<file path="src/rtl/av2_tx_pkg.sv">
// Shared transform definitions: TX sizes, dequant shift/clamp helpers, tx-type codes, dequantizer FSM states.
// Latency: none (declarations and pure functions only).
// Backpressure: not applicable.
package av2_tx_pkg;

    localparam int TX_SZ_4  = 4;
    localparam int TX_SZ_8  = 8;
    localparam int TX_SZ_16 = 16;
    localparam int TX_SZ_32 = 32;
    localparam int TX_SZ_64 = 64;

    // Inverse-transform kernel selection, shared with the transform stage.
    typedef enum logic [1:0] {
        TX_DCT_DCT   = 2'd0,
        TX_ADST_DCT  = 2'd1,
        TX_DCT_ADST  = 2'd2,
        TX_ADST_ADST = 2'd3
    } tx_type_e;

    // Clamp range of a dequantized coefficient at the default output width.
    localparam int DQ_OUT_W     = 16;
    localparam int DQ_CLAMP_MAX = (1 << (DQ_OUT_W - 1)) - 1;
    localparam int DQ_CLAMP_MIN = -(1 << (DQ_OUT_W - 1));

    typedef enum logic [1:0] {
        ST_IDLE = 2'd0,
        ST_RUN  = 2'd1,
        ST_FILL = 2'd2,
        ST_DONE = 2'd3
    } dq_state_e;

    // A 6-bit size field cannot hold 64, so the code 0 stands for 64.
    function automatic logic [6:0] tx_dim(input logic [5:0] code);
        return (code == 6'd0) ? 7'd64 : {1'b0, code};
    endfunction

    // Larger blocks carry extra gain in the transform, so their dequant output is scaled down.
    function automatic logic [1:0] dq_shift(input logic [12:0] area);
        if (area <= 13'd256) begin
            return 2'd0;
        end else if (area <= 13'd1024) begin
            return 2'd1;
        end
        return 2'd2;
    endfunction

endpackage

</file>
<file path="src/rtl/av2_dequant_mul.sv">
// Combinational dequant datapath: |coeff| * q >> shift, sign restore, clamp to OUT_W, sat flag.
// Latency: 0 cycles (purely combinational).
// Backpressure: none; the caller registers the result.
module av2_dequant_mul #(
    parameter int COEFF_W = 16,
    parameter int OUT_W   = 16
) (
    input  logic [COEFF_W-1:0] coeff,
    input  logic [15:0]        q,
    input  logic [1:0]         shift,
    output logic [OUT_W-1:0]   res,
    output logic               sat
);
    localparam int PW = COEFF_W + 16;
    localparam logic [PW-1:0] POS_LIM = PW'((64'd1 << (OUT_W - 1)) - 64'd1);
    localparam logic [PW-1:0] NEG_LIM = PW'(64'd1 << (OUT_W - 1));

    logic               neg;
    logic [COEFF_W-1:0] abs_v;
    logic [PW-1:0]      mag;

    // Work on the magnitude so truncation is toward zero, then reapply the sign and saturate.
    always_comb begin
        neg   = coeff[COEFF_W-1];
        abs_v = neg ? COEFF_W'(-coeff) : coeff;
        mag   = (PW'(abs_v) * PW'(q)) >> shift;
        sat   = 1'b0;
        if (!neg) begin
            if (mag > POS_LIM) begin
                res = {1'b0, {(OUT_W-1){1'b1}}};
                sat = 1'b1;
            end else begin
                res = OUT_W'(mag);
            end
        end else begin
            if (mag > NEG_LIM) begin
                res = {1'b1, {(OUT_W-1){1'b0}}};
                sat = 1'b1;
            end else begin
                res = OUT_W'(-mag);
            end
        end
    end

endmodule

</file>
<file path="src/rtl/av2_dequantizer.sv">
// Dequantizes one transform block in scan order and zero-fills to w*h outputs; optional sat_count via AV2_DEQUANT_SATCNT_EN.
// Latency: 1 cycle from input handshake to out_*; one coefficient per cycle at full rate.
// Backpressure: single output register advances on !out_valid || out_ready; in_ready follows it in RUN.
module av2_dequantizer
    import av2_tx_pkg::*;
#(
    parameter int COEFF_W = 16,
    parameter int OUT_W   = 16
) (
    input  logic               clk,
    input  logic               rst,
    input  logic               start,
    input  logic [5:0]         tx_width,
    input  logic [5:0]         tx_height,
    input  logic [15:0]        num_coeffs,
    input  logic [15:0]        dc_q,
    input  logic [15:0]        ac_q,
    input  logic               in_valid,
    output logic               in_ready,
    input  logic [COEFF_W-1:0] in_coeff,
    output logic               out_valid,
    input  logic               out_ready,
    output logic [OUT_W-1:0]   out_coeff,
    output logic [11:0]        out_idx,
    output logic               out_last,
`ifdef AV2_DEQUANT_SATCNT_EN
    output logic [12:0]        sat_count,
`endif
    output logic               busy,
    output logic               done
);
    dq_state_e         state_q, state_d;
    logic [11:0]       idx_q, idx_d;
    logic [12:0]       area_q, area_d;
    logic [12:0]       ncoef_q, ncoef_d;
    logic [15:0]       dcq_q, dcq_d;
    logic [15:0]       acq_q, acq_d;
    logic [1:0]        shift_q, shift_d;
    logic              out_valid_q, out_valid_d;
    logic [OUT_W-1:0]  out_coeff_q, out_coeff_d;
    logic [11:0]       out_idx_q, out_idx_d;
    logic              out_last_q, out_last_d;

    logic [6:0]        w_dim, h_dim;
    logic [12:0]       area_new, ncoef_new;
    logic              adv, take_in, take_zero, start_acc;
    logic              is_last, is_last_coded;
    logic [OUT_W-1:0]  mul_res;
    logic              mul_sat;

    assign w_dim     = tx_dim(tx_width);
    assign h_dim     = tx_dim(tx_height);
    assign area_new  = 13'({7'd0, w_dim} * {7'd0, h_dim});
    assign ncoef_new = (num_coeffs > {3'd0, area_new}) ? area_new : num_coeffs[12:0];

    assign adv           = !out_valid_q || out_ready;
    assign take_in       = (state_q == ST_RUN) && in_valid && adv;
    assign take_zero     = (state_q == ST_FILL) && adv;
    assign start_acc     = (state_q == ST_IDLE) && start;
    assign is_last       = ({1'b0, idx_q} == area_q - 13'd1);
    assign is_last_coded = ({1'b0, idx_q} == ncoef_q - 13'd1);

    av2_dequant_mul #(
        .COEFF_W (COEFF_W),
        .OUT_W   (OUT_W)
    ) u_mul (
        .coeff (in_coeff),
        .q     ((idx_q == 12'd0) ? dcq_q : acq_q),
        .shift (shift_q),
        .res   (mul_res),
        .sat   (mul_sat)
    );

    // Block FSM, config latch and output register load.
    always_comb begin
        state_d     = state_q;
        idx_d       = idx_q;
        area_d      = area_q;
        ncoef_d     = ncoef_q;
        dcq_d       = dcq_q;
        acq_d       = acq_q;
        shift_d     = shift_q;
        out_valid_d = out_valid_q;
        out_coeff_d = out_coeff_q;
        out_idx_d   = out_idx_q;
        out_last_d  = out_last_q;
        in_ready    = 1'b0;
        done        = 1'b0;

        if (out_valid_q && out_ready) begin
            out_valid_d = 1'b0;
        end

        case (state_q)
            ST_IDLE: begin
                if (start) begin
                    area_d  = area_new;
                    ncoef_d = ncoef_new;
                    dcq_d   = dc_q;
                    acq_d   = ac_q;
                    shift_d = dq_shift(area_new);
                    idx_d   = '0;
                    state_d = (ncoef_new != 13'd0) ? ST_RUN : ST_FILL;
                end
            end
            ST_RUN: begin
                in_ready = adv;
                if (take_in) begin
                    out_valid_d = 1'b1;
                    out_coeff_d = mul_res;
                    out_idx_d   = idx_q;
                    out_last_d  = is_last;
                    idx_d       = idx_q + 12'd1;
                    if (is_last_coded) begin
                        state_d = (ncoef_q < area_q) ? ST_FILL : ST_DONE;
                    end
                end
            end
            ST_FILL: begin
                if (take_zero) begin
                    out_valid_d = 1'b1;
                    out_coeff_d = '0;
                    out_idx_d   = idx_q;
                    out_last_d  = is_last;
                    idx_d       = idx_q + 12'd1;
                    if (is_last) begin
                        state_d = ST_DONE;
                    end
                end
            end
            ST_DONE: begin
                // Wait for the final beat to leave the output register before signalling completion.
                if (!out_valid_q) begin
                    done    = 1'b1;
                    state_d = ST_IDLE;
                end
            end
            default: state_d = ST_IDLE;
        endcase
    end

    // State and output register with synchronous reset.
    always_ff @(posedge clk) begin
        if (rst) begin
            state_q     <= ST_IDLE;
            idx_q       <= '0;
            area_q      <= '0;
            ncoef_q     <= '0;
            dcq_q       <= '0;
            acq_q       <= '0;
            shift_q     <= '0;
            out_valid_q <= 1'b0;
            out_coeff_q <= '0;
            out_idx_q   <= '0;
            out_last_q  <= 1'b0;
        end else begin
            state_q     <= state_d;
            idx_q       <= idx_d;
            area_q      <= area_d;
            ncoef_q     <= ncoef_d;
            dcq_q       <= dcq_d;
            acq_q       <= acq_d;
            shift_q     <= shift_d;
            out_valid_q <= out_valid_d;
            out_coeff_q <= out_coeff_d;
            out_idx_q   <= out_idx_d;
            out_last_q  <= out_last_d;
        end
    end

`ifdef AV2_DEQUANT_SATCNT_EN
    logic        out_sat_q, out_sat_d;
    logic [12:0] sat_cnt_q, sat_cnt_d;

    // Remember whether the held beat was clamped; count clamped beats as they are handed off.
    always_comb begin
        out_sat_d = out_sat_q;
        sat_cnt_d = sat_cnt_q;
        if (take_in) begin
            out_sat_d = mul_sat;
        end else if (take_zero) begin
            out_sat_d = 1'b0;
        end
        if (out_valid_q && out_ready && out_sat_q) begin
            sat_cnt_d = sat_cnt_q + 13'd1;
        end
        if (start_acc) begin
            sat_cnt_d = '0;
        end
    end

    // Saturation counter registers.
    always_ff @(posedge clk) begin
        if (rst) begin
            out_sat_q <= 1'b0;
            sat_cnt_q <= '0;
        end else begin
            out_sat_q <= out_sat_d;
            sat_cnt_q <= sat_cnt_d;
        end
    end

    assign sat_count = sat_cnt_q;
`else
    logic sat_unused;
    assign sat_unused = mul_sat ^ start_acc;
`endif

    assign out_valid = out_valid_q;
    assign out_coeff = out_coeff_q;
    assign out_idx   = out_idx_q;
    assign out_last  = out_last_q;
    assign busy      = (state_q != ST_IDLE);

endmodule

</file>
<file path="config.mk">
export PLATFORM = sky130hd
export DESIGN_NAME = av2_dequantizer
export DESIGN_NICKNAME = d
export VERILOG_FILES = /design/src/rtl/av2_tx_pkg.sv /design/src/rtl/av2_dequant_mul.sv /design/src/rtl/av2_dequantizer.sv
export SDC_FILE = /design/constraint.sdc
export NUM_CORES = 1
export LEC_CHECK = 0
export ABC_CLOCK_PERIOD_IN_PS = 12300
export CAP_MARGIN = 40
export CORE_AREA = 5 5 192 194
export DETAILED_ROUTE_END_ITERATION = 8
export DIE_AREA = 0 0 197 199
export MAX_ROUTING_LAYER = met4
export PLACE_DENSITY = 0.72
export SYNTH_ARGS = -nofsm -noshare
export SYNTH_HDL_FRONTEND = slang
export SYNTH_SLANG_ARGS = --single-unit
</file>
<file path="constraint.sdc">
create_clock -name clk -period 12.3 [get_ports clk]
set_input_delay 1.23 -clock clk [delete_from_list [all_inputs] [get_ports clk]]
set_output_delay 1.23 -clock clk [all_outputs]
set_load 0.03 [all_outputs]
</file>
Yosys cells after proc, flatten, opt, wreduce, memory -nomap -nowiden
Cells that the tools add are included.

cells by class
  $add $sub $neg = 5
  $mul = 2
  div/mod/pow operators = 0
  $lt $le $gt $ge = 6
  eq/ne operators = 11
  shift operators = 1
  multiplexer cells = 44
  bitwise logic cells = 0
  reduce and logical (&&, ||, !) cells = 18

operators by type and width
  operator                 count
  $mux W16                 7
  $mux W12                 5
  $pmux W12 S3             1
  $gt A32 B15 Y1 const B   1
  $gt A32 B16 Y1 const B   1
  $mul A16 B16 Y32         1
  $neg A16 Y16             2
  $pmux W16 S2             1
  $shr A32 B2 Y32          1
  $eq A12 B13 Y1           2
  $sub A13 B1 Y13 const B  2
  $pmux W12 S2             1
  $mux W2                  10
  $gt A16 B13 Y1           1
  $mux W7                  2
  $le A13 B11 Y1 const B   1
  $le A13 B9 Y1 const B    1
  $lt A13 B13 Y1           1
  $mul A7 B7 Y13           1
  $mux W1                  13
  $mux W13                 1
  $reduce_bool A13 Y1      1
  $add A12 B1 Y12 const B  1
  $logic_not A12 Y1        1
  other kinds (16)         28

storage, ports and cells
  register bits = 104
  latch bits = 0
  memory bits (writable) = 0
  bits in read-only memories = 0
  input port bits = 81
  output and inout bits = 33
  logic and storage cells = 98
  memories kept = 0

Logic depth before layout (Yosys ltp)
  depth in word-level cells = 9
  mapped depth = 33
  mapped depth without buffers = 30

Cells and area by module
A second synthesis with hierarchy kept.

second synthesis, totals
  cells, all modules = 2,182
  area total of the unflattened synthesis = 17,666.9 µm²

modules (own cells, without submodules)
  module           times used  cells each  area an instance (µm²)
  av2_dequant_mul  1           1,259       10,234.8
  av2_dequantizer  1           923         7,432.1

Least setup slack after synthesis
Ideal clock, no wire load.

  path kind = input-to-reg
  from = in in_coeff[0]
  to = reg out_coeff_q[4] (netlist: out_coeff[4])
  setup time = 0.117 ns
  data arrival time = 9.196 ns
  slack = 2.986 ns
  stages on the path = 30
  cells stage by stage = inv_1 clkbuf_1 ha_1 nand2_1 o21ai_0 xor2_1 nor2_1 fa_1 inv_1 fa_1 fa_1 fa_1 inv_1 fa_1 inv_1 fa_1 inv_1 ha_1 buf_2 a21o_1 a311o_1 a21o_1 or2_1 buf_2 a21o_1 xor2_1 mux4_2 or4_1 or3_1 a32o_1

between the ends
  cells in the longest elaborated chain, start to end = 9
  elaborated cells between the ends (all ways) = 12
  those cells by class = add/sub: 2; mul: 1; order compare: 2; shift: 1; mux: 6

ends and longest elaborated chain
  what                                          line                                          source
  from (decl)                                   av2_dequantizer.sv:20                         input logic [COEFF_W-1:0] in_coeff,
  $neg A16 Y16                                  av2_dequant_mul.sv:25                         abs_v = neg ? COEFF_W'(-coeff) : coeff;
  $mux W16 (*)                                  av2_dequant_mul.sv:25
  $mul A16 B16 Y32 (*)                          av2_dequant_mul.sv:26                         mag = (PW'(abs_v) * PW'(q)) >> shift;
  $shr A32 B2 Y32 (*)                           av2_dequant_mul.sv:26
  $gt A32 B15 Y1, or another cell as far along  av2_dequant_mul.sv:29                         if (mag > POS_LIM) begin
  $mux W16, on equally long branches            av2_dequant_mul.sv:29, av2_dequant_mul.sv:36
  $mux W16 (*)                                  av2_dequant_mul.sv:28                         if (!neg) begin
  $mux W16 (*)                                  av2_dequantizer.sv:108                        if (take_in) begin
  $pmux W16 S2 (*)                              av2_dequantizer.sv:94                         case (state_q)
  to (signal assigned)                          av2_dequantizer.sv:165                        out_coeff_q <= out_coeff_d;
  to (decl)                                     av2_dequantizer.sv:40                         logic [OUT_W-1:0] out_coeff_q, out_coeff_d;

Every way passes the cells marked *; elsewhere a longest branch is shown, timed or not. The select of a mux whose other input is x is not followed.
A chain may end at the register's enable or synchronous reset.

Worst setup path after layout
Same ends and word-level chain as after synthesis.

==> flow_summary.yaml <==
die:
  start_util_pct: 49.21
  dieArea_um2: 39200
  io_pins: 114
  die_h_um: 199
  core_area_um2: 35050
  die_w_um: 197
  fp-row-count: 69
finish:
  antenna_cells: 0
  fin_cells: 2706
  final_layout_size_suffix_gt1_share_pct: 3.920
  multi_input_area_um2: 13670
  register_area_um2: 2082
  n_fill_cell: 3269
  nNetsFinal: 2709
  syn2layout_area_growth_pct: 11.64
critical_path:
  rr_worst_depth: 27
  crit_required_ns: 12.56
  worstPathMaxFanout: 13
  criticalPathCategory: "in -> reg"
  reg2reg_setup_slack_ns: 2.91
  end_kind: "register"
  start_kind: "input port"
  arrival_ns: 10.93
routing:
  drtIter0Drc: 1224
  num_vias: 15173
  wirelength_mm: 48.91
  dr.pass1.iters: 5
  antenna_left: 0
  viasPerCell: 5.607
  drc: 0
  wire_per_inst_um: 18.07
sta:
  slew_violations: 0
  tns_ns: 0
  fin_crit_ns: 10.67
  setup_viol: 0
  tightest_slew_ns: 1.012
  hold_viol: 0
  fin_skew_ns: 0.008303
  period_share_pct: 86.75
  slew_headroom_pct: 31.88
  max_freq_mhz: 93.72
  rsz0062_at_grt: "false"
global_routing:
  grt_pass1_vias: 15027
  grt_pass1_wl_mm: 80.46
  antenna_found_initial: 0
  grt_max_degree: 81
  globalRouteTotalUtil_pct: 26.07
  grt-ovfl-total: 0
cts:
  cts_hold_buf: 0
  cts_buffers: 9
  cts_tree: "done"
  cts_root_buffer: "clkbuf_16"
  h-tree-depth: 3
  cts_buffer_depth: 2
  cts_setup_buffers: 0
  path_clk_slew_ns: 0.08
  clkSinkCount: 104
  post_cts_resize_count: 0
  clk_latency_ns: 0.36
synthesis:
  synthAdderAreaFrac_pct: 37.59
  async_flop_share_pct: 0
  ys_seq_area_share_pct: 12.07
  netlist_top_cells_area: "fa_1 (25%), ha_1 (12%), dfxtp_1 (12%), nand2_1 (7.0%), inv_1 (6.9%)"
  ys_types: 71
  ys_ff_latch: 104
  synth_cells: 2159
  yosys_warnings: 0
  synth.mux.area_fraction_pct: 3.932
  synth_edf_count: 0
  avgSynthCellArea_um2: 7.989
  synthesis.nets: 2628
  netlist_area_um2: 17250
  synthXorXnorAreaFrac_pct: 5.332
  yosys.area_share.simple_pct: 19.20
  synth_top_family_by_area: "adder cells"
  synth_top_cell_by_area: "fa_1"
  synth_top_area_share_pct: 25.19
  synthFlopType: "dfxtp_1"
  synth_compound_gate_area_share_pct: 13.14
pwr:
  leakage_nw: 8.918
  ir_worst_vdd_mv: 0.2277
  power_density_nw_per_um2: 276.1
worst_hold_path:
  hold_path_class: "reg -> reg"
  holdPathStages: 2
place:
  gp_congestion: 0.9976
  place_inst: 2688
  portBuffers: 113
  hpwl_mm: 40.47
flow_run:
  drv_cap: 0
status:
  status: "complete, no violations"
-- cell families after synthesis --
kind of cell               count (synthesis)
and+or+nand+nor                          757
buffers and inverters                    398
adders and majority gates                388
AOI/OAI and AO/OA                        345
xor gates and xnor gates                 105
DFF                                      104
muxes                                     62
-- stage by stage --
stage	worst slack (ns)	utilization (%)	total power (W)	instance area, um2	hold slack, ns
finish	1.630	54.93	0.005316	19250	0.4563
global route	1.214	54.93	0.005895	19250	0.4774
CTS	1.675	54.90	0.005284	19240	0.4597
detailed placement	1.333	54.03	0.004928	18940	0.4496
global placement	1.344	53.57	0.004873	18780	0.4433
floorplan	2.986	-	0.003817	17250	0.4329
-- cells in the mapped netlist (all sizes together), types with 12 or more instances --
cell type / count
nor2: 242
inv: 315
dfxtp: 104
nand2: 321
and2: 33
ha: 171
a21o: 21
o21ai: 60
mux2: 16
fa: 217
a21oi: 114
mux2i: 43
clkbuf: 72
xor2: 40
a211oi: 30
nand4: 16
nand3: 23
nand2b: 18
nor3: 26
nor4: 18
nor2b: 12
xnor2: 65
-- critical path: stages --
cell	delay, ns
clkdlybuf4s50_1	0.63
inv_1	0.50
ha_1	0.35
nand2_1	0.13
o41ai_1	0.58
xor2_1	0.63
nor2_1	0.16
fa_1	0.57
inv_1	0.06
fa_1	0.50
fa_1	0.55
fa_1	0.46
fa_1	0.56
inv_1	0.06
fa_1	0.48
ha_1	0.42
a21oi_1	0.21
a21boi_0	0.11
a311oi_1	0.65
nand2_1	0.18
xor2_1	0.22
mux4_2	0.55
or4_1	0.48
or3_1	0.39
a32o_1	0.27
-- layout by cell type (no fill, tap or decap), drive strengths merged, types with 60 or more instances in the layout --
cell type        n
nand2          321
ha             171
a21oi          114
clkdlybuf4s50  112
o21ai           60
dfxtp          104
xnor2           65
fa             217
nor2           242
inv            317
-- where the power goes --
group	total (W)	leakage [nW]	switching, W	internal, W
combinational	0.00454	7.92	0.00279	0.00174
sequential	0.000488	0.849	0.0000831	0.000404
clock	0.000292	0.146	0.000140	0.000152
-- flip-flops by register name, indices dropped and copies added (netlist names) --
register	flops
acq_q	16
dcq_q	16
out_coeff	16
area_q	13
ncoef_q	13
idx_q	12
out_idx	12
shift_q	2
state_q	2
out_last	1
out_valid	1
-- final cells by class --
cell class / count / area share, %
Multi-Input combinational cell: 1657 / 71.02
Clock inverter: 5 / 0.2599
Inverter: 317 / 6.180
Timing Repair Buffer: 151 / 7.421
Tap cell: 461 / 2.996
Sequential cell: 104 / 10.81
Clock buffer: 11 / 1.313
-- final timing paths --
kind                                        startpoint                   endpoint
worst max-delay path                       in_coeff[0]  out_coeff[4]$_SDFFE_PP0P_
worst max register to register   idx_q[0]$_SDFFE_PP0P_  out_coeff[4]$_SDFFE_PP0P_
worst min register to register  acq_q[10]$_SDFFE_PP0P_     acq_q[10]$_SDFFE_PP0P_
worst min-delay path            acq_q[10]$_SDFFE_PP0P_     acq_q[10]$_SDFFE_PP0P_
-- routing by layer --
layer | part of all wire [%] | global-route usage [%] | wire [um]
met3 | 6.9 | 4.590 | 3362
met2 | 44 | 39.28 | 21550
met4 | 2.1 | 5.624 | 1032
met1 | 47 | 37.08 | 22970
met5 | 0 | - | 0
(Power assumes the default switching activity.)
